`src/rtl/cen_gen_multi.sv`:
```
// cen_gen_multi: multi-channel fractional clock-enable generator.
// Each channel c emits single-cycle cen[c] pulses at NUM[c]/DEN[c] of clk_sys.
// A first-order accumulator carries the remainder between pulses, which keeps
// the long-run rate exact.
//
// Runtime controls:
//   turbo - doubles the increment on the channels enabled in TURBO_MSK
//   pause - freezes every phase and suppresses all pulses
//   sync  - restarts every phase from zero
// Priority within one cycle is sync > pause > normal.
//
// Optional feature, macro CEN_STATS_EN:
//   Adds a 16-bit pulse counter per channel. stat_cnt reads the counter
//   picked by stat_sel. Without the macro, stat_cnt is tied to zero.
//
// Handshake: none. The outputs are free-running enables. A cen[c] pulse is
// valid for exactly the one clk_sys cycle in which it is high.

module cen_gen_multi #(
    parameter int                          CHANNELS  = 4,
    parameter int                          ACC_W     = 16,
    parameter logic [CHANNELS*ACC_W-1:0]   NUM       = {16'd1, 16'd1, 16'd1, 16'd1},
    parameter logic [CHANNELS*ACC_W-1:0]   DEN       = {16'd12, 16'd4, 16'd2, 16'd4},
    parameter logic [CHANNELS-1:0]         TURBO_MSK = {CHANNELS{1'b1}}
) (
    input  logic                clk_sys,
    input  logic                reset,
    input  logic                pause,
    input  logic                turbo,
    input  logic                sync,
    output logic [CHANNELS-1:0] cen,
    input  logic [2:0]          stat_sel,
    input  logic                stat_clr,
    output logic [15:0]         stat_cnt
);

    // Sums are carried two bits wider than the accumulator so that acc + 2*NUM
    // never truncates.
    localparam int SW = ACC_W + 2;

    // ------------------------------------------------------------------
    // Elaboration-time parameter checks
    // ------------------------------------------------------------------
    if (CHANNELS < 1 || CHANNELS > 8) begin : g_bad_channels
        $error("cen_gen_multi: CHANNELS must be in 1..8");
    end

    for (genvar g = 0; g < CHANNELS; g++) begin : g_chk
        if (DEN[g*ACC_W +: ACC_W] == '0) begin : g_den_zero
            $error("cen_gen_multi: DEN of a channel is zero");
        end
        if (NUM[g*ACC_W +: ACC_W] > DEN[g*ACC_W +: ACC_W]) begin : g_num_big
            $error("cen_gen_multi: NUM of a channel exceeds its DEN");
        end
    end

    // ------------------------------------------------------------------
    // Per-channel ratio lookups, zero-extended to the sum width
    // ------------------------------------------------------------------
    function automatic logic [SW-1:0] num_of(input int c);
        return {2'b00, NUM[c*ACC_W +: ACC_W]};
    endfunction

    function automatic logic [SW-1:0] den_of(input int c);
        return {2'b00, DEN[c*ACC_W +: ACC_W]};
    endfunction

    // ------------------------------------------------------------------
    // Channel state
    // ------------------------------------------------------------------
    logic [ACC_W-1:0]    acc     [CHANNELS];
    logic [ACC_W-1:0]    acc_nxt [CHANNELS];
    logic [SW-1:0]       inc     [CHANNELS];
    logic [SW-1:0]       sum     [CHANNELS];
    logic [CHANNELS-1:0] clamp;
    logic [CHANNELS-1:0] cen_nxt;

    // Next phase and pulse decision for every channel.
    // Order of tests: sync, then pause, then clamp, then the crossing check.
    always_comb begin
        for (int c = 0; c < CHANNELS; c++) begin
            inc[c]     = (turbo && TURBO_MSK[c]) ? (num_of(c) << 1) : num_of(c);
            sum[c]     = {2'b00, acc[c]} + inc[c];
            clamp[c]   = (inc[c] >= den_of(c));
            acc_nxt[c] = acc[c];
            cen_nxt[c] = 1'b0;

            if (sync) begin
                // Restart the phase. The counters are not touched.
                acc_nxt[c] = '0;
            end else if (pause) begin
                // Hold the phase. It resumes exactly where it was frozen.
                acc_nxt[c] = acc[c];
            end else if (clamp[c]) begin
                // The ratio is at or above 1. Pulse every cycle and drop the
                // remainder so that no overrun builds up.
                acc_nxt[c] = '0;
                cen_nxt[c] = 1'b1;
            end else if (sum[c] >= den_of(c)) begin
                // inc < DEN and acc < DEN, so the remainder fits in ACC_W bits.
                acc_nxt[c] = ACC_W'(sum[c] - den_of(c));
                cen_nxt[c] = 1'b1;
            end else begin
                acc_nxt[c] = sum[c][ACC_W-1:0];
            end
        end
    end

    // Accumulators and the registered enable pulses.
    always_ff @(posedge clk_sys or posedge reset) begin
        if (reset) begin
            for (int c = 0; c < CHANNELS; c++) begin
                acc[c] <= '0;
            end
            cen <= '0;
        end else begin
            for (int c = 0; c < CHANNELS; c++) begin
                acc[c] <= acc_nxt[c];
            end
            cen <= cen_nxt;
        end
    end

    // ------------------------------------------------------------------
    // Optional pulse statistics
    // ------------------------------------------------------------------
`ifdef CEN_STATS_EN

    logic [15:0] cnt [CHANNELS];

    // Count each registered pulse. A clear wins over a same-cycle increment.
    // The counters wrap from 0xFFFF to 0.
    always_ff @(posedge clk_sys or posedge reset) begin
        if (reset) begin
            for (int c = 0; c < CHANNELS; c++) begin
                cnt[c] <= '0;
            end
        end else begin
            for (int c = 0; c < CHANNELS; c++) begin
                if (stat_clr) begin
                    cnt[c] <= '0;
                end else if (cen[c]) begin
                    cnt[c] <= cnt[c] + 16'd1;
                end
            end
        end
    end

    // Combinational read mux. A select beyond the last channel reads zero.
    always_comb begin
        stat_cnt = 16'd0;
        for (int c = 0; c < CHANNELS; c++) begin
            if (stat_sel == 3'(c)) begin
                stat_cnt = cnt[c];
            end
        end
    end

`else

    // Statistics are not built in this configuration.
    assign stat_cnt = 16'd0;

    wire unused_stat = ^{stat_sel, stat_clr};

`endif

endmodule

```
`config.mk`:
```
export PLATFORM = sky130hd
export DESIGN_NAME = cen_gen_multi
export DESIGN_NICKNAME = d
export VERILOG_FILES = /design/src/rtl/cen_gen_multi.sv
export SDC_FILE = /design/constraint.sdc
export NUM_CORES = 1
export LEC_CHECK = 0
export BUFFER_PORTS_ARGS = -buffer_cell sky130_fd_sc_hd__buf_2
export CAP_MARGIN = 20
export CORE_UTILIZATION = 30
export DETAILED_ROUTE_END_ITERATION = 7
export GPL_ROUTABILITY_DRIVEN = 0
export PLACE_DENSITY_LB_ADDON = 0.08
export REMOVE_ABC_BUFFERS = 1
export SLEW_MARGIN = 20
export SYNTH_ARGS = -nofsm -noshare
export SYNTH_HDL_FRONTEND = slang
export SYNTH_SLANG_ARGS = --single-unit
```
`constraint.sdc`:
```
create_clock -name clk_sys -period 3.3 [get_ports clk_sys]
set_input_delay 0.165 -clock clk_sys [delete_from_list [all_inputs] [get_ports clk_sys]]
set_output_delay 0.165 -clock clk_sys [all_outputs]
set_load 0.1 [all_outputs]
```
## Word level (Yosys, flattened, before mapping)

Cells that the tools add are included.

| word-level totals | value |
|---|---|
| register bits | 68 |
| input bits | 9 |
| output and inout bits | 20 |
| word-level logic and storage cells | 54 |

| cells by class | value |
|---|---|
| $add $sub $neg | 8 |
| $lt $le $gt $ge | 7 |
| eq/ne operators | 1 |
| muxes and demuxes | 33 |

Operator list:

| operator | count |
|---|---|
| $mux W16 | 16 |
| $add A16 B2 Y17 | 4 |
| $ge A17 B3 Y1 const B | 2 |
| $sub A16 B3 Y16 const B | 2 |
| $ge A18 B2 Y1 const B | 1 |
| $ge A18 B3 Y1 const B | 1 |
| $ge A17 B2 Y1 const B | 1 |
| $ge A17 B4 Y1 const B | 1 |
| $mux W1 | 16 |
| $sub A16 B2 Y16 const B | 1 |
| $sub A16 B4 Y16 const B | 1 |
| $ge A2 B4 Y1 const B | 1 |
| $mux W2 | 1 |
| $ne A2 B1 Y1 const B | 1 |

## Longest topological paths before layout

| depth | value |
|---|---|
| depth in word-level cells | 7 |
| depth in mapped cells | 16 |

## Worst setup path before layout

OpenSTA, ideal clock, no wires.

| timing | value |
|---|---|
| kind | flip-flop to flip-flop |
| start point | register acc[48] (netlist name) |
| end point | register acc[62] (netlist name) |
| setup time | 125 ps |
| arrival time | 3198 ps |
| required time | 3175 ps |
| path slack | -23 ps |
| stages on the path, launching flop included | 14 |
| clock period less this slack | 3323 ps |
| cell sequence | dfrtp_1 -> ha_1 -> fa_1 -> clkbuf_1 -> and4_1 -> buf_2 -> and2_1 -> o31ai_1 -> and4_1 -> nand4_1 -> buf_2 -> nand4_1 -> mux2i_1 -> mux2_2 |

| between the ends | value |
|---|---|
| word-level cells in the longest chain between the ends | 6 |
| elaborated cells on any way between the ends | 7 |
| those cells by class | add/sub: 2; order compare: 1; mux: 4 |

RTL lines:

| item | RTL line | source |
|---|---|---|
| start: declaration | 71 | `logic [ACC_W-1:0] acc [CHANNELS];` |
| start signal: indexed assignment | 118 | `acc[c] <= acc_nxt[c];` |
| $add A16 B2 Y17 * | 83 | `sum[c] = {2'b00, acc[c]} + inc[c];` |
| $sub A16 B3 Y16 or $ge A17 B3 Y1 (tied branches) | 101, 99 |  |
| $mux W16 * | 99 | `end else if (sum[c] >= den_of(c)) begin` |
| $mux W16 * | 94 | `end else if (clamp[c]) begin` |
| $mux W16 * | 91 | `end else if (pause) begin` |
| $mux W16 * | 88 | `if (sync) begin` |

Every way passes the cells marked *; elsewhere a longest branch is shown, timed or not. The select of a mux whose other input is x is not followed.
A chain may end at the register's enable or synchronous reset.

## Worst setup path in the final report

| timing | value |
|---|---|
| start point | register acc[32] (netlist name) |
| end point | register acc[39] (netlist name) |

| between the ends | value |
|---|---|
| word-level cells in the longest chain between the ends | 6 |
| elaborated cells on any way between the ends | 7 |
| those cells by class | add/sub: 2; order compare: 1; mux: 4 |

RTL lines:

| item | RTL line |
|---|---|
| $add A16 B2 Y17 * | 83 |
| $sub A16 B2 Y16 or $ge A17 B2 Y1 (tied branches) | 101, 99 |
| $mux W16 * | 99 |
| $mux W16 * | 94 |
| $mux W16 * | 91 |
| $mux W16 * | 88 |

Marks and branches as above.

==> results.toml <==
[outcome]
outcome = "complete, no violations"

[routing]
via_count = 6382
drt_iter0_drc = 416
firstDrtPassIters = 5
ant_nets = 0
postRouteWirelength_mm = 19.6
wire_per_inst_um = 16.7
via_per_inst = 5.45
drc_errors = 0

[timing]
hold_violations = 0
grt_setup_unrepaired = "true"
min_period_ns = 3.22
slew_headroom_pct = 58.5
slew_viol_final = 0
setup_viol = 0
worst_slew_pin_slew_ns = 0.622
finClkSkew_ns = 0.00617
fmax_mhz = 310
worst_hold_slack_ns = 0.313
min_period_over_period_pct = 97.7

[worst_setup_path]
crit_slowest_cell = "or4_4"
crit_chain = "ha_1, inv_1, fa_2, buf_6, and3b_1, buf_4, or3_4, o22ai_2, buf_6, a22oi_4, and4_4, or4_4, a31o_1, mux2_4"
crit_top_cell = "buf_6"
critPathMaxFanout = 6
critPathLaunchType = "register"
rrSetupSlack_ns = 0.08
worst_ep_arrival_time_ns = 3.46
r2r_start = "acc[32]"
critical-path-top-delay-family = "simple AND/OR/NAND/NOR gates"
crit_type = "register to register"
end_kind = "register"
r2r-end = "acc[39]"
startpoint = "acc[32]"
worst-path-buf-inv = 4
cp.required_ns = 3.54
r2r_cells = 14
slowest_delay_ns = 0.42

[worst_hold_path]
min_delay_path_depth = 4
hold_end = "cen[1]"
worstHoldStart = "sync"
hp-class = "input pin to register"

[cells_and_area]
nFillCells = 2274
multiInputGateArea_um2 = 4620
drive_gt1_share_pct = 23.8
n_antenna_cell = 0
nNetsFinal = 916
syn_to_final_growth_pct = 21.0
layoutNonFillerInstCount = 1172
regArea_um2 = 1700
fin_util_pct = 36.9
design_area_um2 = 8020

[global_route]
grt_max_degree = 38
grt.total_usage_pct = 18.0
globalRouteOverflowTotal = 0
grt_pass1_wl_mm = 32.1
grt_pass1_vias = 6080
grt_antenna_before_repair = 0

[clocking]
cts_buffers = 9
ctsLongestPathBuffers = 2
clk_pin_slew_ns = 0.06
ctsHtreeMaxLevel = 3
cts.sink_count = 68
cts_tree = "yes"
insertion_delay_ns = 0.35
cts-root-buf = "clkbuf_16"

[yosys]
ys.flop_type = "dfrtp_1"
ys_seq_area_share_pct = 25.7
synth_commonest_cells = "68 x dfrtp_1, 63 x nor2_1, 55 x nand2_1"
synth-async-reset-ratio_pct = 100
synth_edf_count = 0
synth.most_common_cell = "dfrtp_1"
ys_ff_latch = 68
synth_cell_type_count = 87
synth_top_area_cell = "dfrtp_1"
syn-cell-area_um2 = 6630
synth_top_area_share_pct = 25.7
syn_area_per_cell_um2 = 8.15
synth_area_leaders = "dfrtp_1 26%, xnor2_1 3.8%, nor2_1 3.6%"
syn_inst = 814
yosysWarnings = 0

[power_and_ir_drop]
seq_power_share_pct = 22.4
powerDensity_nw_per_um2 = 812
p_sw_mw = 2.91
p_comb_share_pct = 61.1
p_leak_nw = 3.45
p_int_mw = 3.61
power_mw = 6.51
pwr-share-clk_pct = 16.4
vdd_ir_drop_max_mv = 0.255
p_sw_share_pct = 44.6

[die]
core_area_um2 = 21800
fp.dieW_um = 151
io_pins = 29
fp.dieH_um = 151
rows = 54
start_util_pct = 30.5
die_area_um2 = 22700

[placed_design]
place_area_um2 = 7530
dp_hpwl_mm = 14.0
port_buffers = 8
place_inst = 1151

[flow_run]
drv_cap = 0
placed cells by master (no fill, tap or decap), types with 15 or more instances in the layout:
cell type,synthesis,layout
nand4_1,25,25
nor3_1,21,20
conb_1,1,16
xnor2_1,29,29
nand3_1,43,43
ha_1,15,15
inv_1,21,20
nand2_1,55,55
dfrtp_1,68,68
a21oi_1,44,43
nor2_1,63,62
nor2b_1,16,16
o21ai_0,38,36
xor2_1,16,15
mux2i_1,22,22
buf_4,20,118
or3_1,21,18
final cells by class:
class / count / share of cell area, %
timing repair buffer: 129 / 11.9
tap: 280 / 4.37
inverter: 22 / 1.05
clock inverter: 1 / 0.374
clock buffer: 14 / 3.42
multi-input combinational: 658 / 57.6
sequential: 68 / 21.2
metrics by stage:
stage	worst slack, ns	TNS, ns
global route	-0.0356	-0.0749
CTS	-0.0115	-0.0115
finish	0.0758	0
global placement	-0.127	-0.821
detailed placement	-0.131	-1.08
floorplan	-0.109	-0.302
worst register-to-register path: cells and delay by family (launching register included):
family,cells,cell delay [ns]
buffers and inverters,4,0.46
AO/OA/AOI/OAI,3,0.48
AND/OR/NAND/NOR,4,1.13
flip-flops,1,0.39
adder cells (fa/ha/maj),2,0.41
multiplexers,1,0.25
state kept, by name, indices dropped and copies added, names as in the netlist:
signal and flops:
acc 64, cen 4
metal layers:
metal,vias to the layer above,GRT usage [%],part of all wire (%)
met5,-,0,0
met4,0,6.10,1.7
met3,17,2.30,2.5
met2,103,28.5,47
met1,3105,25.1,49
li1,3157,-,-
power groups by stage:
stage,registers [mW],clock network [mW],logic [mW]
global route,1.52,1.13,4.40
CTS,1.45,1.10,3.82
floorplan,1.49,0,2.42
finish,1.46,1.07,3.98
global placement,1.45,0,3.77
detailed placement,1.46,0,3.80
how the worst max path moves through the flow:
stage,end,depth (start not counted)
after floorplan,acc[61],10
after global placement,acc[44],15
after detailed placement,acc[44],15
after CTS,acc[39],11
after global routing,acc[39],14
final,acc[39],14
cells by family (layout without fill, tap and decap cells):
family / Yosys count / count (layout) / synth area share (%)
flops: 68 / 68 / 25.7
other cells: 1 / 16 / 0.0565
simple gates: 331 / 332 / 28.2
compound gates: 207 / 207 / 22.3
mux: 39 / 39 / 6.32
xor+xnor: 45 / 45 / 5.94
buf+inv: 104 / 166 / 7.51
fa+ha+maj: 19 / 19 / 4.04
timing repair:
action                     in CTS  in global routing
pin swaps                       1                  5
setup endpoints to repair       3                 23
setup buffers                   0                  4
gates cloned                    0                  1
hold buffers                    1                  0
resized for setup               3                 30
hold endpoints to repair       29                  0
Power figures use the tool's default switching activity.
